[src/rtl/adc_pkg.sv]
// Shared types for the TI-ADC frame packer.
package adc_pkg;

  localparam int ADC_WAYS = 8;
  localparam int ADC_BITS = 9;

  typedef struct packed {
    logic [ADC_WAYS*ADC_BITS-1:0] data;
    logic                         last;
  } frame_t;

  typedef enum logic [1:0] {
    S_IDLE,
    S_CAPTURE,
    S_DRAIN
  } state_t;

endpackage

[src/rtl/adc_frame_fifo.sv]
// Frame FIFO: power-of-two ring with separate occupancy count.
module adc_frame_fifo #(
  parameter int W     = 73,
  parameter int DEPTH = 4
) (
  input  logic         clock,
  input  logic         reset,
  input  logic         i_push,
  input  logic [W-1:0] i_din,
  input  logic         i_pop,
  output logic [W-1:0] o_dout,
  output logic         o_empty,
  output logic         o_full
);

  localparam int AW = $clog2(DEPTH);

  logic [W-1:0]  r_mem [DEPTH];
  logic [AW-1:0] r_wr;
  logic [AW-1:0] r_rd;
  logic [AW:0]   r_count;

  logic w_pop;
  logic w_push;

  assign o_empty = (r_count == '0);
  assign o_full  = (r_count == (AW+1)'(DEPTH));
  assign w_pop   = i_pop && !o_empty;
  assign w_push  = i_push && (!o_full || w_pop);

  // Head reads as zero when empty so reset leaves a clean bus.
  assign o_dout = o_empty ? '0 : r_mem[r_rd];

  always_ff @(posedge clock) begin
    if (w_push) r_mem[r_wr] <= i_din;
  end

  always_ff @(posedge clock or posedge reset) begin
    if (reset) begin
      r_wr    <= '0;
      r_rd    <= '0;
      r_count <= '0;
    end else begin
      if (w_push) r_wr <= r_wr + 1'b1;
      if (w_pop)  r_rd <= r_rd + 1'b1;
      unique case ({w_push, w_pop})
        2'b10:   r_count <= r_count + 1'b1;
        2'b01:   r_count <= r_count - 1'b1;
        default: r_count <= r_count;
      endcase
    end
  end

endmodule

[src/rtl/adc_frame_packer.sv]
// Packs eight offset-binary ADC lanes into two's-complement frames
// for a bounded capture, with drop accounting on FIFO overflow.
module adc_frame_packer
  import adc_pkg::*;
#(
  parameter int WAYS  = ADC_WAYS,
  parameter int BITS  = ADC_BITS,
  parameter int DEPTH = 4,
  parameter int CNT_W = 16
) (
  input  logic                 clock,
  input  logic                 reset,
  input  logic [BITS-1:0]      adcout0,
  input  logic [BITS-1:0]      adcout1,
  input  logic [BITS-1:0]      adcout2,
  input  logic [BITS-1:0]      adcout3,
  input  logic [BITS-1:0]      adcout4,
  input  logic [BITS-1:0]      adcout5,
  input  logic [BITS-1:0]      adcout6,
  input  logic [BITS-1:0]      adcout7,
  input  logic                 in_valid,
  input  logic                 arm,
  input  logic [CNT_W-1:0]     frames,
  output logic                 out_valid,
  input  logic                 out_ready,
  output logic [WAYS*BITS-1:0] out_data,
  output logic                 out_last,
  output logic                 busy,
  output logic                 overflow,
  output logic [CNT_W-1:0]     drop_count
);

  state_t           r_state;
  logic [CNT_W-1:0] r_rem;
  logic             r_ovf;
  logic [CNT_W-1:0] r_drop;

  logic [BITS-1:0]      w_lane [8];
  logic [WAYS*BITS-1:0] w_data;
  logic                 w_empty;
  logic                 w_full;
  logic                 w_take;
  logic                 w_pop;
  logic                 w_push;
  logic                 w_last;

  assign w_lane[0] = adcout0;
  assign w_lane[1] = adcout1;
  assign w_lane[2] = adcout2;
  assign w_lane[3] = adcout3;
  assign w_lane[4] = adcout4;
  assign w_lane[5] = adcout5;
  assign w_lane[6] = adcout6;
  assign w_lane[7] = adcout7;

  // Offset binary to two's complement: flip the MSB.
  for (genvar i = 0; i < WAYS; i++) begin : g_lane
    assign w_data[BITS*i +: BITS] =
      {~w_lane[i][BITS-1], w_lane[i][BITS-2:0]};
  end

  assign w_take = (r_state == S_CAPTURE) && in_valid;
  assign w_pop  = !w_empty && out_ready;
  assign w_push = w_take && (!w_full || w_pop);
  assign w_last = (r_rem == CNT_W'(1));

  adc_frame_fifo #(
    .W     (WAYS*BITS+1),
    .DEPTH (DEPTH)
  ) u_fifo (
    .clock   (clock),
    .reset   (reset),
    .i_push  (w_push),
    .i_din   ({w_last, w_data}),
    .i_pop   (w_pop),
    .o_dout  ({out_last, out_data}),
    .o_empty (w_empty),
    .o_full  (w_full)
  );

  assign out_valid  = !w_empty;
  assign busy       = (r_state != S_IDLE);
  assign overflow   = r_ovf;
  assign drop_count = r_drop;

  always_ff @(posedge clock or posedge reset) begin
    if (reset) begin
      r_state <= S_IDLE;
      r_rem   <= '0;
      r_ovf   <= 1'b0;
      r_drop  <= '0;
    end else begin
      unique case (r_state)
        S_IDLE: begin
          if (arm && frames != '0) begin
            r_state <= S_CAPTURE;
            r_rem   <= frames;
            r_ovf   <= 1'b0;
            r_drop  <= '0;
          end
        end
        S_CAPTURE: begin
          if (in_valid) begin
            r_rem <= r_rem - 1'b1;
            if (!w_push) begin
              r_ovf <= 1'b1;
              if (r_drop != '1) r_drop <= r_drop + 1'b1;
            end
            if (w_last) r_state <= S_DRAIN;
          end
        end
        S_DRAIN: begin
          if (w_empty) r_state <= S_IDLE;
        end
        default: r_state <= S_IDLE;
      endcase
    end
  end

endmodule

[config.mk]
export PLATFORM = sky130hd
export DESIGN_NAME = adc_frame_packer
export DESIGN_NICKNAME = d
export VERILOG_FILES = /design/src/rtl/adc_pkg.sv /design/src/rtl/adc_frame_fifo.sv /design/src/rtl/adc_frame_packer.sv
export SDC_FILE = /design/constraint.sdc
export NUM_CORES = 1
export LEC_CHECK = 0
export BUFFER_PORTS_ARGS = -buffer_cell sky130_fd_sc_hd__buf_2
export CORE_ASPECT_RATIO = 1.4
export CORE_MARGIN = 2
export CORE_UTILIZATION = 62
export CTS_BUF_LIST = sky130_fd_sc_hd__clkbuf_8 sky130_fd_sc_hd__clkbuf_16
export CTS_CLUSTER_DIAMETER = 50
export DETAILED_ROUTE_END_ITERATION = 10
export PLACE_DENSITY = 0.85
export SLEW_MARGIN = 5
export SYNTH_ARGS = -nofsm -noshare
export SYNTH_HDL_FRONTEND = slang
export SYNTH_SLANG_ARGS = --single-unit
[constraint.sdc]
create_clock -name clock -period 4.9 [get_ports clock]
set_clock_uncertainty 0.1 [all_clocks]
set_input_delay 1.47 -clock clock [delete_from_list [all_inputs] [get_ports clock]]
set_output_delay 1.47 -clock clock [all_outputs]
set_load 0.02 [all_outputs]
==> metrics.md <==
| Metric | Value |
|---|---|
| Slowest CP cell | `dfrtp_4` |
| # rows | `64` |
| First-pass GRT wire length | `40700 µm` |
| Skew-Pair Late Insertion Delay | `0.54 ns` |
| Worst Hold End | `u_fifo.r_count[2]` |
| Vias post-DR | `7519` |
| H-tree depth | `1` |
| Largest net degree at the start of global routing | `50` |
| CTS root buf | `clkbuf_16` |
| Area delta synth->final | `17.0%` |
| Final nets | `1059` |
| GR Layer Usage met1 | `0.306` |
| Core box area | `0.0217 mm²` |
| Dpl hpwl | `16900 µm` |
| Share of layout cells above drive strength 1 | `0.346` |
| Leading cell types in the layout, fill and taps excluded | `edfxtp_1 (292), buf_2 (184), and2_1 (79), mux4_2 (73), dfrtp_1 (40)` |
| Vias in the first global route | `7511` |
| Final period utilization | `0.873` |
| CTS clk-pin slew, worst paths | `0.07 ns` |
| DRC violations left | `0` |
| CP endpoint kind | `output port` |
| Yosys reg bits | `334` |
| Worst Path Buf+Inv | `2` |
| Total GRT Usage | `0.230` |
| CP Data Required Time | `3.33 ns` |
| Maximum vdd drop | `0.365 mV` |
| HP Class | `reg -> reg` |
| Antenna Violating Nets Remaining | `0` |
| Cell variety after synth | `53` |
| DR pass1 iterations | `5` |
| Depth of the worst hold-timing path | `1` |
| Met2 usage | `0.396` |
| Iter 0 DRT Violations | `587` |
| Commonest non-fill, non-tap cell in the layout | `edfxtp_1` |
| Synth Area per Inst | `17.8 µm²` |
| Die width | `129 µm` |
| Cell family with most CP delay | `flip-flops` |
| Clk sink count | `334` |
| RR Startpoint | `u_fifo.r_count[2]` |
| Initial antenna violation count | `2` |
| Pwr/cell area | `619 mW/mm²` |
| Longest Clk Path Bufs | `3` |
| Routed WL per cell | `20.7 µm` |
| Crit-path cells | `buf_4 > mux4_2 > and2_1 > buf_2` |
| Met3 track demand over resource | `0.0358` |
| Actual slew at the worst max-slew pin | `0.830 ns` |
| RSZ-0062 raised after global routing | `no` |
| Final non-filler cell area | `0.0159 mm²` |
| Syn_nets | `865` |
| Asr flop ratio synth | `0.126` |
| Slew margin rel. | `0.447` |
| Max-cap viol count | `0` |
| CTS Buf Count | `30` |
| Number of synthesized flops with an enable pin | `292` |
| Worst hold start | `u_fifo.r_count[2]` |
| Final Setup Violations | `0` |
| Post-CTS setup buffers | `0` |
| R2R depth | `8` |
| Remaining global-route overflow | `0` |
| Die Ht | `179 µm` |
| Cells after synthesis | `763` |
| Die ar. | `0.0231 mm²` |
| Register area share after synthesis | `0.723` |
| Clock period minus worst slack | `4.28 ns` |
| Worst Path Arrival | `2.71 ns` |
| Reg2Reg Setup Slack | `2.22 ns` |
| Max Clk Rate | `0.234 GHz` |
| Placed cell area | `0.0149 mm²` |
| Max-slew violation count | `0` |
| Setup TNS | `0 ns` |
| YS warnings | `0` |
| Pleak | `0.00571 µW` |
| Gpl congestion | `0.879` |
| Mapped cell area | `0.0136 mm²` |
| CP Launch Type | `flop` |
| Post-DR vias/cell | `5.87` |
| Top FF cell, synth | `edfxtp_1` |
| CP Class | `reg -> out` |
| CP peak stage delay | `0.83 ns` |
| Status | `completed` |
| Ports | `185` |
| Routed WL | `26500 µm` |
| RR Endpoint | `u_fifo.r_count[2]` |
| Post-cts sizing count | `0` |
| GR peak layer | `met2` |
| Crit-path max FO | `30` |
| Post-CTS Hold Buffers | `0` |
| Port-buffer cells | `184` |
| CTS tree | `built` |
| Final Hold Vio Count | `0` |
| Initial Util | `0.626` |
| Final Power | `9830 µW` |
==> how the worst max path moves through the flow <==
stage | startpoint | end | slack, ns | cells past startpoint
after global routing | u_fifo.r_rd[0] | out_data[7] | 0.46 | 4
after detailed placement | u_fifo.r_rd[0] | out_data[13] | 1.15 | 4
after floorplan | in_valid | u_fifo.r_mem[0][0] | 0.53 | 4
final | u_fifo.r_rd[0] | out_data[7] | 0.62 | 4
after CTS | u_fifo.r_rd[0] | out_data[7] | 0.56 | 4
after global placement | u_fifo.r_rd[0] | out_data[10] | 1.17 | 4
==> layer usage <==
layer  routed length (µm)  part of all wire  vias to the layer above
li1                     -                 -                     3408
met1                10300              0.39                     3795
met2                13900              0.53                      261
met3                 1520             0.057                       55
met4                  775             0.029                        0
met5                    0                 0                        -
==> synthesized netlist by cell type (4+ instances only) <==
| library cell | number | area [µm²] |
|---|---|---|
| inv_1 | 21 | 78.8 |
| buf_2 | 8 | 40.0 |
| o21ai_0 | 21 | 105 |
| edfxtp_1 | 292 | 8770 |
| o31ai_1 | 9 | 67.6 |
| xor2_1 | 4 | 35.0 |
| or4_1 | 8 | 60.1 |
| and2_1 | 83 | 519 |
| mux4_2 | 73 | 1640 |
| clkbuf_1 | 23 | 86.3 |
| nand2_1 | 15 | 56.3 |
| dfrtp_1 | 42 | 1050 |
| nand3_1 | 8 | 40.0 |
| ha_1 | 8 | 100 |
| a31oi_1 | 4 | 25.0 |
| nor4_1 | 11 | 68.8 |
| o22a_1 | 5 | 43.8 |
| nand4_1 | 6 | 37.5 |
| or3_1 | 7 | 43.8 |
| buf_1 | 6 | 22.5 |
| a21oi_1 | 24 | 120 |
| nor3_1 | 8 | 40.0 |
| nor2_1 | 32 | 120 |
==> through the flow <==
step                utilization  hold slack (ns)  cells  worst slack [ns]
floorplan                     -            0.349    763             0.531
global placement          0.687            0.378   1222              1.17
detailed placement        0.687            0.371   1222              1.15
CTS                       0.732            0.388   1278             0.560
global route              0.732            0.396   1280             0.458
finish                    0.732            0.391   1280             0.621
==> registers in the layout (all words and copies together) (netlist names) <==
signal / flops
u_fifo.r_wr: 2
r_state: 2
drop_count: 16
overflow: 1
r_rem: 16
u_fifo.r_count: 3
u_fifo.r_mem: 292
u_fifo.r_rd: 2
==> kinds of logic after synthesis <==
logic type | after synthesis | share of synthesized area
buffers and inverters | 59 | 0.0176
and+or+nand+nor | 198 | 0.0854
xor gates and xnor gates | 7 | 0.00451
AOI/OAI and AO/OA | 79 | 0.0365
DFF | 334 | 0.723
muxes | 77 | 0.124
adders and majority gates | 9 | 0.00885
==> where the power goes <==
group | total (µW) | leakage, µW | internal, µW | switching [µW]
Sequential | 4090 | 0.00320 | 3740 | 345
Clock | 2270 | 0.000475 | 1270 | 996
Combinational | 3470 | 0.00203 | 1490 | 1980
Total | 9830 | 0.00571 | 6510 | 3320
==> final cells by class <==
cell class | instances | area, µm²
fill | 1307 | 5820
inverter | 21 | 78.8
antenna | 2 | 5.00
multi-input combinational | 370 | 3540
clock inverter | 24 | 183
sequential | 334 | 9830
timing repair buffer | 200 | 1090
tap | 297 | 372
clock buffer | 32 | 790
(Power assumes the default switching activity.)
